<file path="config.mk">
export PLATFORM = sky130hd
export DESIGN_NAME = regfile_sb
export DESIGN_NICKNAME = d
export VERILOG_FILES = /design/src/rtl/regfile_sb.sv
export SDC_FILE = /design/constraint.sdc
export NUM_CORES = 1
export LEC_CHECK = 0
export CAP_MARGIN = 0
export CORE_MARGIN = 4
export CORE_UTILIZATION = 35
export CTS_BUF_LIST = sky130_fd_sc_hd__clkbuf_4 sky130_fd_sc_hd__clkbuf_8
export DETAILED_ROUTE_END_ITERATION = 10
export SLEW_MARGIN = 20
export SYNTH_ARGS = -nofsm -noshare
export SYNTH_HDL_FRONTEND = slang
export SYNTH_SLANG_ARGS = --single-unit
</file>
<file path="constraint.sdc">
create_clock -name clk -period 5.25 [get_ports clk]
set_input_delay 1.05 -clock clk [delete_from_list [all_inputs] [get_ports clk]]
set_output_delay 1.05 -clock clk [all_outputs]
set_load 0.01 [all_outputs]
</file>
<file path="src/rtl/regfile_sb.sv">
// Register file with two write ports, two bypassed read ports and a per-register
// busy scoreboard that produces the decode stall. R0 always reads as zero.
module regfile_sb #(
    parameter int DW    = 8,
    parameter int DEPTH = 8,
    parameter int AW    = 3
) (
    input  logic          clk,
    input  logic          rst,
    input  logic [AW-1:0] ra_addr,
    input  logic [AW-1:0] rb_addr,
    output logic [DW-1:0] ra_data,
    output logic [DW-1:0] rb_data,
    input  logic          wr0_en,
    input  logic [AW-1:0] wr0_addr,
    input  logic [DW-1:0] wr0_data,
    input  logic          wr1_en,
    input  logic [AW-1:0] wr1_addr,
    input  logic [DW-1:0] wr1_data,
    input  logic          iss_en,
    input  logic [AW-1:0] iss_addr,
    output logic          ra_busy,
    output logic          rb_busy,
    output logic          stall,
    output logic [AW:0]   busy_cnt
);

    logic [DW-1:0]    regs     [DEPTH];
    logic [DW-1:0]    fwd_data [DEPTH];
    logic [DEPTH-1:0] busy_bit;
    logic [DEPTH-1:0] busy_eff;
    logic [DEPTH-1:0] busy_next;
    logic [DEPTH-1:0] wr0_hit;
    logic [DEPTH-1:0] wr1_hit;
    logic [AW:0]      cnt_next;

    // Per-register write decode; R0 is never a write target.
    always_comb begin
        wr0_hit = '0;
        wr1_hit = '0;
        for (int i = 1; i < DEPTH; i++) begin
            wr0_hit[i] = wr0_en && (wr0_addr == AW'(i));
            wr1_hit[i] = wr1_en && (wr1_addr == AW'(i));
        end
    end

    // Bypassed view of every register, with the load port taking priority.
    always_comb begin
        for (int i = 0; i < DEPTH; i++) begin
            fwd_data[i] = '0;
            if (i != 0) begin
                if (wr1_hit[i]) begin
                    fwd_data[i] = wr1_data;
                end else if (wr0_hit[i]) begin
                    fwd_data[i] = wr0_data;
                end else begin
                    fwd_data[i] = regs[i];
                end
            end
        end
    end

    // A write landing this cycle releases its register for same-cycle consumers.
    assign busy_eff = busy_bit & ~wr0_hit & ~wr1_hit;

    assign ra_data = fwd_data[ra_addr];
    assign rb_data = fwd_data[rb_addr];
    assign ra_busy = busy_eff[ra_addr];
    assign rb_busy = busy_eff[rb_addr];
    assign stall   = iss_en & (ra_busy | rb_busy | busy_eff[iss_addr]);

    // Applying the set after the clears lets a new issue win over a write.
    always_comb begin
        busy_next = busy_bit & ~(wr0_hit | wr1_hit);
        if (iss_en && !stall && (iss_addr != '0)) begin
            busy_next[iss_addr] = 1'b1;
        end
        cnt_next = '0;
        for (int i = 0; i < DEPTH; i++) begin
            cnt_next = cnt_next + {{AW{1'b0}}, busy_next[i]};
        end
    end

    always_ff @(posedge clk or posedge rst) begin
        if (rst) begin
            for (int i = 0; i < DEPTH; i++) begin
                regs[i] <= '0;
            end
            busy_bit <= '0;
            busy_cnt <= '0;
        end else begin
            for (int i = 1; i < DEPTH; i++) begin
                if (wr1_hit[i]) begin
                    regs[i] <= wr1_data;
                end else if (wr0_hit[i]) begin
                    regs[i] <= wr0_data;
                end
            end
            busy_bit <= busy_next;
            busy_cnt <= cnt_next;
        end
    end

endmodule
</file>
# Word-level counts from Yosys, hierarchy flattened
# Index checks and enable logic that the tools add are counted.
word_totals:
  register_bits: 68
  out_inout_bits: 23
  in_bits: 36
classes:
  mux: 29
  add_sub_neg: 7
  n_bitwise: 13
  reduce_logical: 19
  n_eq_ne: 14
  magnitude_cmp: 6
op_table:
  columns: ["operator", "n"]
  rows:
  - ["two-way mux 8 bit", 19]
  - ["binary-select mux 8 bit (select 3 bit)", 2]
  - ["AND 8 bit", 3]
  - ["== test 3 bit, second input constant", 8]
  - ["inverter 8 bit", 3]
  - ["logical AND 1 bit", 17]
  - ["adder 4 x 1 -> 4 bit", 4]
  - ["OR 8 bit", 2]
  - ["== test 3 x 2 -> 1 bit, second input constant", 4]
  - ["< comparator 3 x 4 -> 1 bit, second input constant", 3]
  - ["binary-select mux 1 bit (select 3 bit)", 3]
  - ["greater-or-equal comparator 4 bit, second input constant", 2]
  - ["inverter 3 -> 4 bit", 2]
  - ["== test 3 x 1 -> 1 bit, second input constant", 2]
  - ["adder 3 x 1 -> 4 bit", 1]
  - ["two-way mux 1 bit", 4]
  - ["adder 2 x 1 -> 3 bit", 1]
  - ["demux 1 bit (select 3 bit)", 1]
  - ["greater-or-equal comparator 3 x 1 -> 1 bit, second input constant", 1]
  - ["nonzero test 3 bit", 1]
  - ["adder 1 x 1 -> 2 bit", 1]
  - ["OR 1 bit", 2]
  - ["AND 1 bit", 1]
  - ["logical NOT 1 bit", 1]

# Longest topological paths before layout
depth:
  ltp_word: 21
  ltp_mapped: 17
  depth_no_buf: 14

# Worst setup path after synthesis
# No wires, ideal clock.
synth_path:
  kind: "input to register"
  startpoint: "input port wr1_en"
  endpoint: "register busy_cnt[2]"
  path_buffers: 2
  setup_ns: 0.123
  slack_ns: 0.325
  arrival_ns: 4.803
  required_time_ns: 5.127
  stages: 16
  path_cell_list: "clkbuf_1 > and4bb_2 > or3b_4 > a222oi_1 > o211ai_1 > nand2_2 > buf_6 > o21a_1 > fa_1 > fa_1 > fa_1 > inv_1 > ha_1 > inv_1 > fa_1 > xnor2_1"
synth_via:
  elab_chain_cells: 19
synth_lines:
  columns: ["element", "line", "text"]
  rows:
  - ["start, declared", "17", "input logic wr1_en,"]
  - ["logical AND 1 bit", "43", "wr1_hit[i] = wr1_en && (wr1_addr == AW'(i));"]
  - ["inverter 8 bit", "64", "assign busy_eff = busy_bit & ~wr0_hit & ~wr1_hit;"]
  - ["AND 8 bit", "64", null]
  - ["binary-select mux 1 bit (select 3 bit) (on tied branches)", "68, 69", null]
  - ["two-way mux 1 bit (on tied branches)", "68, 69", null]
  - ["OR 1 bit (2 in a row)", "70", "assign stall = iss_en & (ra_busy | rb_busy | busy_eff[iss_addr]);"]
  - ["AND 1 bit", "70", null]
  - ["logical NOT 1 bit", "75", "if (iss_en && !stall && (iss_addr != '0)) begin"]
  - ["logical AND 1 bit (2 in a row)", "75", null]
  - ["two-way mux 8 bit (*)", "75", null]
  - ["adder 1 x 1 -> 2 bit", "80", "cnt_next = cnt_next + {{AW{1'b0}}, busy_next[i]};"]
  - ["adder 2 x 1 -> 3 bit", "80", null]
  - ["adder 3 x 1 -> 4 bit", "80", null]
  - ["adder 4 x 1 -> 4 bit (3 in a row)", "80", null]
  - ["adder 4 x 1 -> 4 bit (*)", "80", null]
  - ["named net cnt_next[2]", "35", "logic [AW:0] cnt_next;"]
  - ["end signal, assigned", "100", "busy_cnt <= cnt_next;"]
  - ["end, declared", "25", "output logic [AW:0] busy_cnt"]
# The timed path passes the listed nets; every way through them passes the cells marked *. The select of a mux whose other input is x is not followed.

# Final worst setup path
layout_path:
  startpoint: "input port wr1_addr[1]"
  endpoint: "register busy_cnt[2]"
layout_via:
  elab_chain_cells: 20
layout_lines:
  columns: ["element", "line", "text"]
  rows:
  - ["start, declared", "18", "input logic [AW-1:0] wr1_addr,"]
  - ["== test 3 x 1 -> 1 bit, or another cell as far along", "43", null]
  - ["logical AND 1 bit", "43", null]
  - ["inverter 8 bit", "64", null]
  - ["AND 8 bit", "64", null]
  - ["binary-select mux 1 bit (select 3 bit) (on tied branches)", "68, 69", null]
  - ["two-way mux 1 bit (on tied branches)", "68, 69", null]
  - ["OR 1 bit (2 in a row)", "70", null]
  - ["AND 1 bit", "70", null]
  - ["logical NOT 1 bit", "75", null]
  - ["logical AND 1 bit (2 in a row)", "75", null]
  - ["two-way mux 8 bit (*)", "75", null]
  - ["adder 1 x 1 -> 2 bit", "80", null]
  - ["adder 2 x 1 -> 3 bit", "80", null]
  - ["adder 3 x 1 -> 4 bit", "80", null]
  - ["adder 4 x 1 -> 4 bit (3 in a row)", "80", null]
  - ["adder 4 x 1 -> 4 bit (*)", "80", null]
  - ["named net cnt_next[2]", "35", null]
# Marked as above.

==> summary.md <==
| Metric | Value |
|---|---|
| Logic gate share of total power | 0.355 |
| Die Span X | 123 µm |
| Slew HR | 0.382 |
| Met3 wire length | 822 µm |
| Vias | 4161 |
| H-tree Lvls | 3 |
| Slowest cell on the critical path | clkdlybuf4s50_1 |
| VDD IR max | 0.000196 V |
| Yosys top cell by area | dfrtp_1 |
| Clock sinks | 68 |
| Slew of the pin with the lowest slew margin | 925 ps |
| Crit path top cell by count | fa_1 |
| Adder-Cell Fraction of Synth Area | 0.0255 |
| Clk_lat worst skew | 360 ps |
| Pwr dens | 331 mW/mm² |
| Area of the core | 0.0128 mm² |
| First-pass GRT wire length | 23500 µm |
| RSZ-0062 raised after global routing | no |
| Routed Antenna Nets | 0 |
| Max FO, Critical Path | 7 |
| Startpoint types | primary input |
| Yosys top cell area share | 0.369 |
| Routability cong. | 0.920 |
| Crit Path Category | in2reg |
| Placed cell count | 729 |
| Outcome | complete, no violations |
| # hold bufs at CTS | 0 |
| Crit path required time | 5500 ps |
| WL/cell | 20.1 µm |
| Skew final | 4.05 ps |
| Area added between synthesis and finish | 26.2% |
| GR Overflow Total | 0 |
| CTS Buf Count | 9 |
| DRC | 0 |
| FMAX | 197 MHz |
| Clk root buf | clkbuf_8 |
| Die H | 123 µm |
| Cell Area, Synth | 0.00462 mm² |
| Hold Crit Class | reg2reg |
| Seq pwr share | 0.350 |
| # Max-Cap Violations | 0 |
| Syn_area_per_cell | 9.34 µm² |
| Cell family with the largest share of critical-path delay | adder cells |
| Number of library cell types mapped by synthesis | 46 |
| Initial core utilization | 0.361 |
| Final setup fails | 0 |
| Switch share | 0.315 |
| Post-synthesis cell count | 494 |
| Post-synth ARST share | 1.00 |
| Period utilisation layout | 0.965 |
| Rows | 41 |
| Synth area leaders | dfrtp_1, mux2i_1, mux2_2, nor2_1, nand2_1 |
| NumNets Final | 611 |
| # IOs | 59 |
| Sequential share of the synthesized area | 0.369 |
| Syn_nets | 537 |
| Die area | 0.0151 mm² |
| Fillcell total | 1219 |
| GR Util All Layers | 0.206 |
| Xor/xnor share of the synthesized area | 0.00190 |
| Antenna Cells | 0 |
| Most common cell after layout, fill and taps aside | dfrtp_1 |
| Total wire length | 14900 µm |
| Drt initial violations | 364 |
| CP cell instances | clkdlybuf4s50_1, and4bb_2, or3b_4, a222oi_1, o211ai_1, nand2_2, o31a_1, fa_1, fa_1, fa_1, inv_1, ha_1, inv_1, fa_1, xnor2_1 |
| Largest net degree at the start of global routing | 44 |
| Post-Synth Simple-Gate Area | 0.147 |
| #FFs+latches synth | 68 |
| Post-route cell area | 0.00582 mm² |
| Non-Filler Instances | 745 |
| Sum Neg Setup Slack | 0 ps |
| Leak | 2.60 nW |
| Commonest non-fill, non-tap cells in the layout | dfrtp_1, mux2i_1, clkdlybuf4s50_1, nor2_1, buf_4 |
| Mux cell area share after synthesis | 0.239 |
| Vias per cell | 5.59 |
| Cell Area, Placed | 0.00557 mm² |
| Drt first pass iters | 5 |
| Final min period | 5070 ps |
| Ys Warns | 0 |
| CP peak stage delay | 570 ps |
| Antenna violations before repair | 0 |
| Met2 WL post-DR | 6900 µm |
| Top_reg_cell synth | dfrtp_1 |
| DP HPWL | 10500 µm |
| DR top layer | met4 |
| Final hold vios | 0 |
| Longest Clk Path Bufs | 2 |
| Power Total | 1.93 mW |
| Clk pwr share | 0.295 |
| Buf+Inv Stages, Crit Path | 3 |
| Port Buf Inserts | 58 |
| CP arrival | 5320 ps |
| Vias in the first global route | 4212 |
| Share of layout cells above drive strength 1 | 0.195 |
| Max-slew violations | 0 |
| Clock-pin slew on the worst setup and hold paths | 70 ps |
| Post-CTS setup buffers | 0 |
| Int Pwr | 1.32 mW |
| CTS tree | yes |
| CTS resizes | 0 |
| M1 WL | 6820 µm |
| Combinational family with the most area after synthesis | multiplexers |
| Compound-Gate Fraction of Synth Area | 0.160 |
| Number of synthesized flops with an enable pin | 0 |
| Crit path capture type | flip-flop |
| NetSw | 0.607 mW |
==> stage by stage <==
step            util  setup slack [ps]  hold WS (ps)
3_5_place_dp   0.436              -155           462
5_1_grt        0.456              6.99           484
4_1_cts        0.456               219           478
2_1_floorplan      -               325           473
3_3_place_gp   0.436             -88.6           456
6_report       0.456               181           463
==> sequential cells by signal (all words and copies together) (netlist names) <==
name / count
regs: 56
busy_bit: 8
busy_cnt: 4
==> kinds of logic after synthesis <==
kind of cell    count (synthesis)
compound gates                111
xor+xnor                        1
fa+ha+maj                       7
buf+inv                        65
flops                          68
mux                           105
simple gates                  137
==> path summary, 6_finish.rpt <==
check | from | endpoint | slack [ps] | cells past startpoint
worst max-delay path | wr1_addr[1] | busy_cnt[2] | 180 | 15
worst min-delay path | busy_bit[0] | busy_bit[0] | 460 | 0
worst max register to register | busy_bit[0] | busy_cnt[2] | 1330 | 13
worst min register to register | busy_bit[0] | busy_bit[0] | 460 | 0
max in group asynchronous | rst | regs[51] | 3120 | 3
min in group asynchronous | rst | busy_cnt[2] | 1200 | 2
==> worst reg2reg max path: cells and delay by family, from the launching register on <==
| kind | cells | cell delay (ps) |
|---|---|---|
| adders and majority gates | 5 | 1920 |
| AOI/OAI and AO/OA | 4 | 1100 |
| DFF | 1 | 420 |
| xor gates and xnor gates | 1 | 150 |
| buffers and inverters | 2 | 120 |
| and+or+nand+nor | 1 | 110 |
==> synthesized netlist by cell type (2+ instances only) <==
cell and count:
a211oi_1 2, a21oi_1 25, a221oi_1 16, a222oi_1 2, a311oi_1 2, a31o_2 8
a31oi_1 2, a41oi_1 2, and4bb_1 2, and4bb_2 2, buf_1 3, buf_2 4
buf_6 2, clkbuf_1 24, clkbuf_2 3, dfrtp_1 68, fa_1 4, ha_1 3
inv_1 29, mux2_2 40, mux2i_1 65, nand2_1 39, nand2b_1 5, nand3_1 8
nand4_1 7, nand4b_1 6, nand4bb_1 2, nor2_1 52, nor2b_1 6, nor3_1 2
o211ai_1 2, o21a_1 6, o21ai_0 21, o21ai_1 2, o22ai_1 16, o32ai_1 2
==> power by group through the flow <==
stage / clock [mW] / combinational (mW) / sequential (mW)
after global routing: 0.599 / 0.756 / 0.684
after CTS: 0.575 / 0.684 / 0.674
after global placement: 0 / 0.670 / 0.681
after floorplan: 0 / 0.436 / 0.679
after detailed placement: 0 / 0.678 / 0.684
final: 0.569 / 0.684 / 0.674
==> metal layers <==
metal,vias to the layer above,GRT usage
met4,0,0.0826
met3,28,0.0295
met1,2036,0.285
met5,-,0
met2,152,0.323
li1,1945,-
==> final cells by class <==
type,count,area (µm²),share of cell area
Sequential cell,68,1700,0.292
Timing Repair Buffer,99,888,0.153
Clock buffer,11,151,0.0260
Tap cell,172,215,0.0369
Multi-Input combinational cell,361,2650,0.455
Inverter,29,109,0.0187
Clock inverter,5,106,0.0183
No activity file was read; power rests on OpenSTA's default activity.
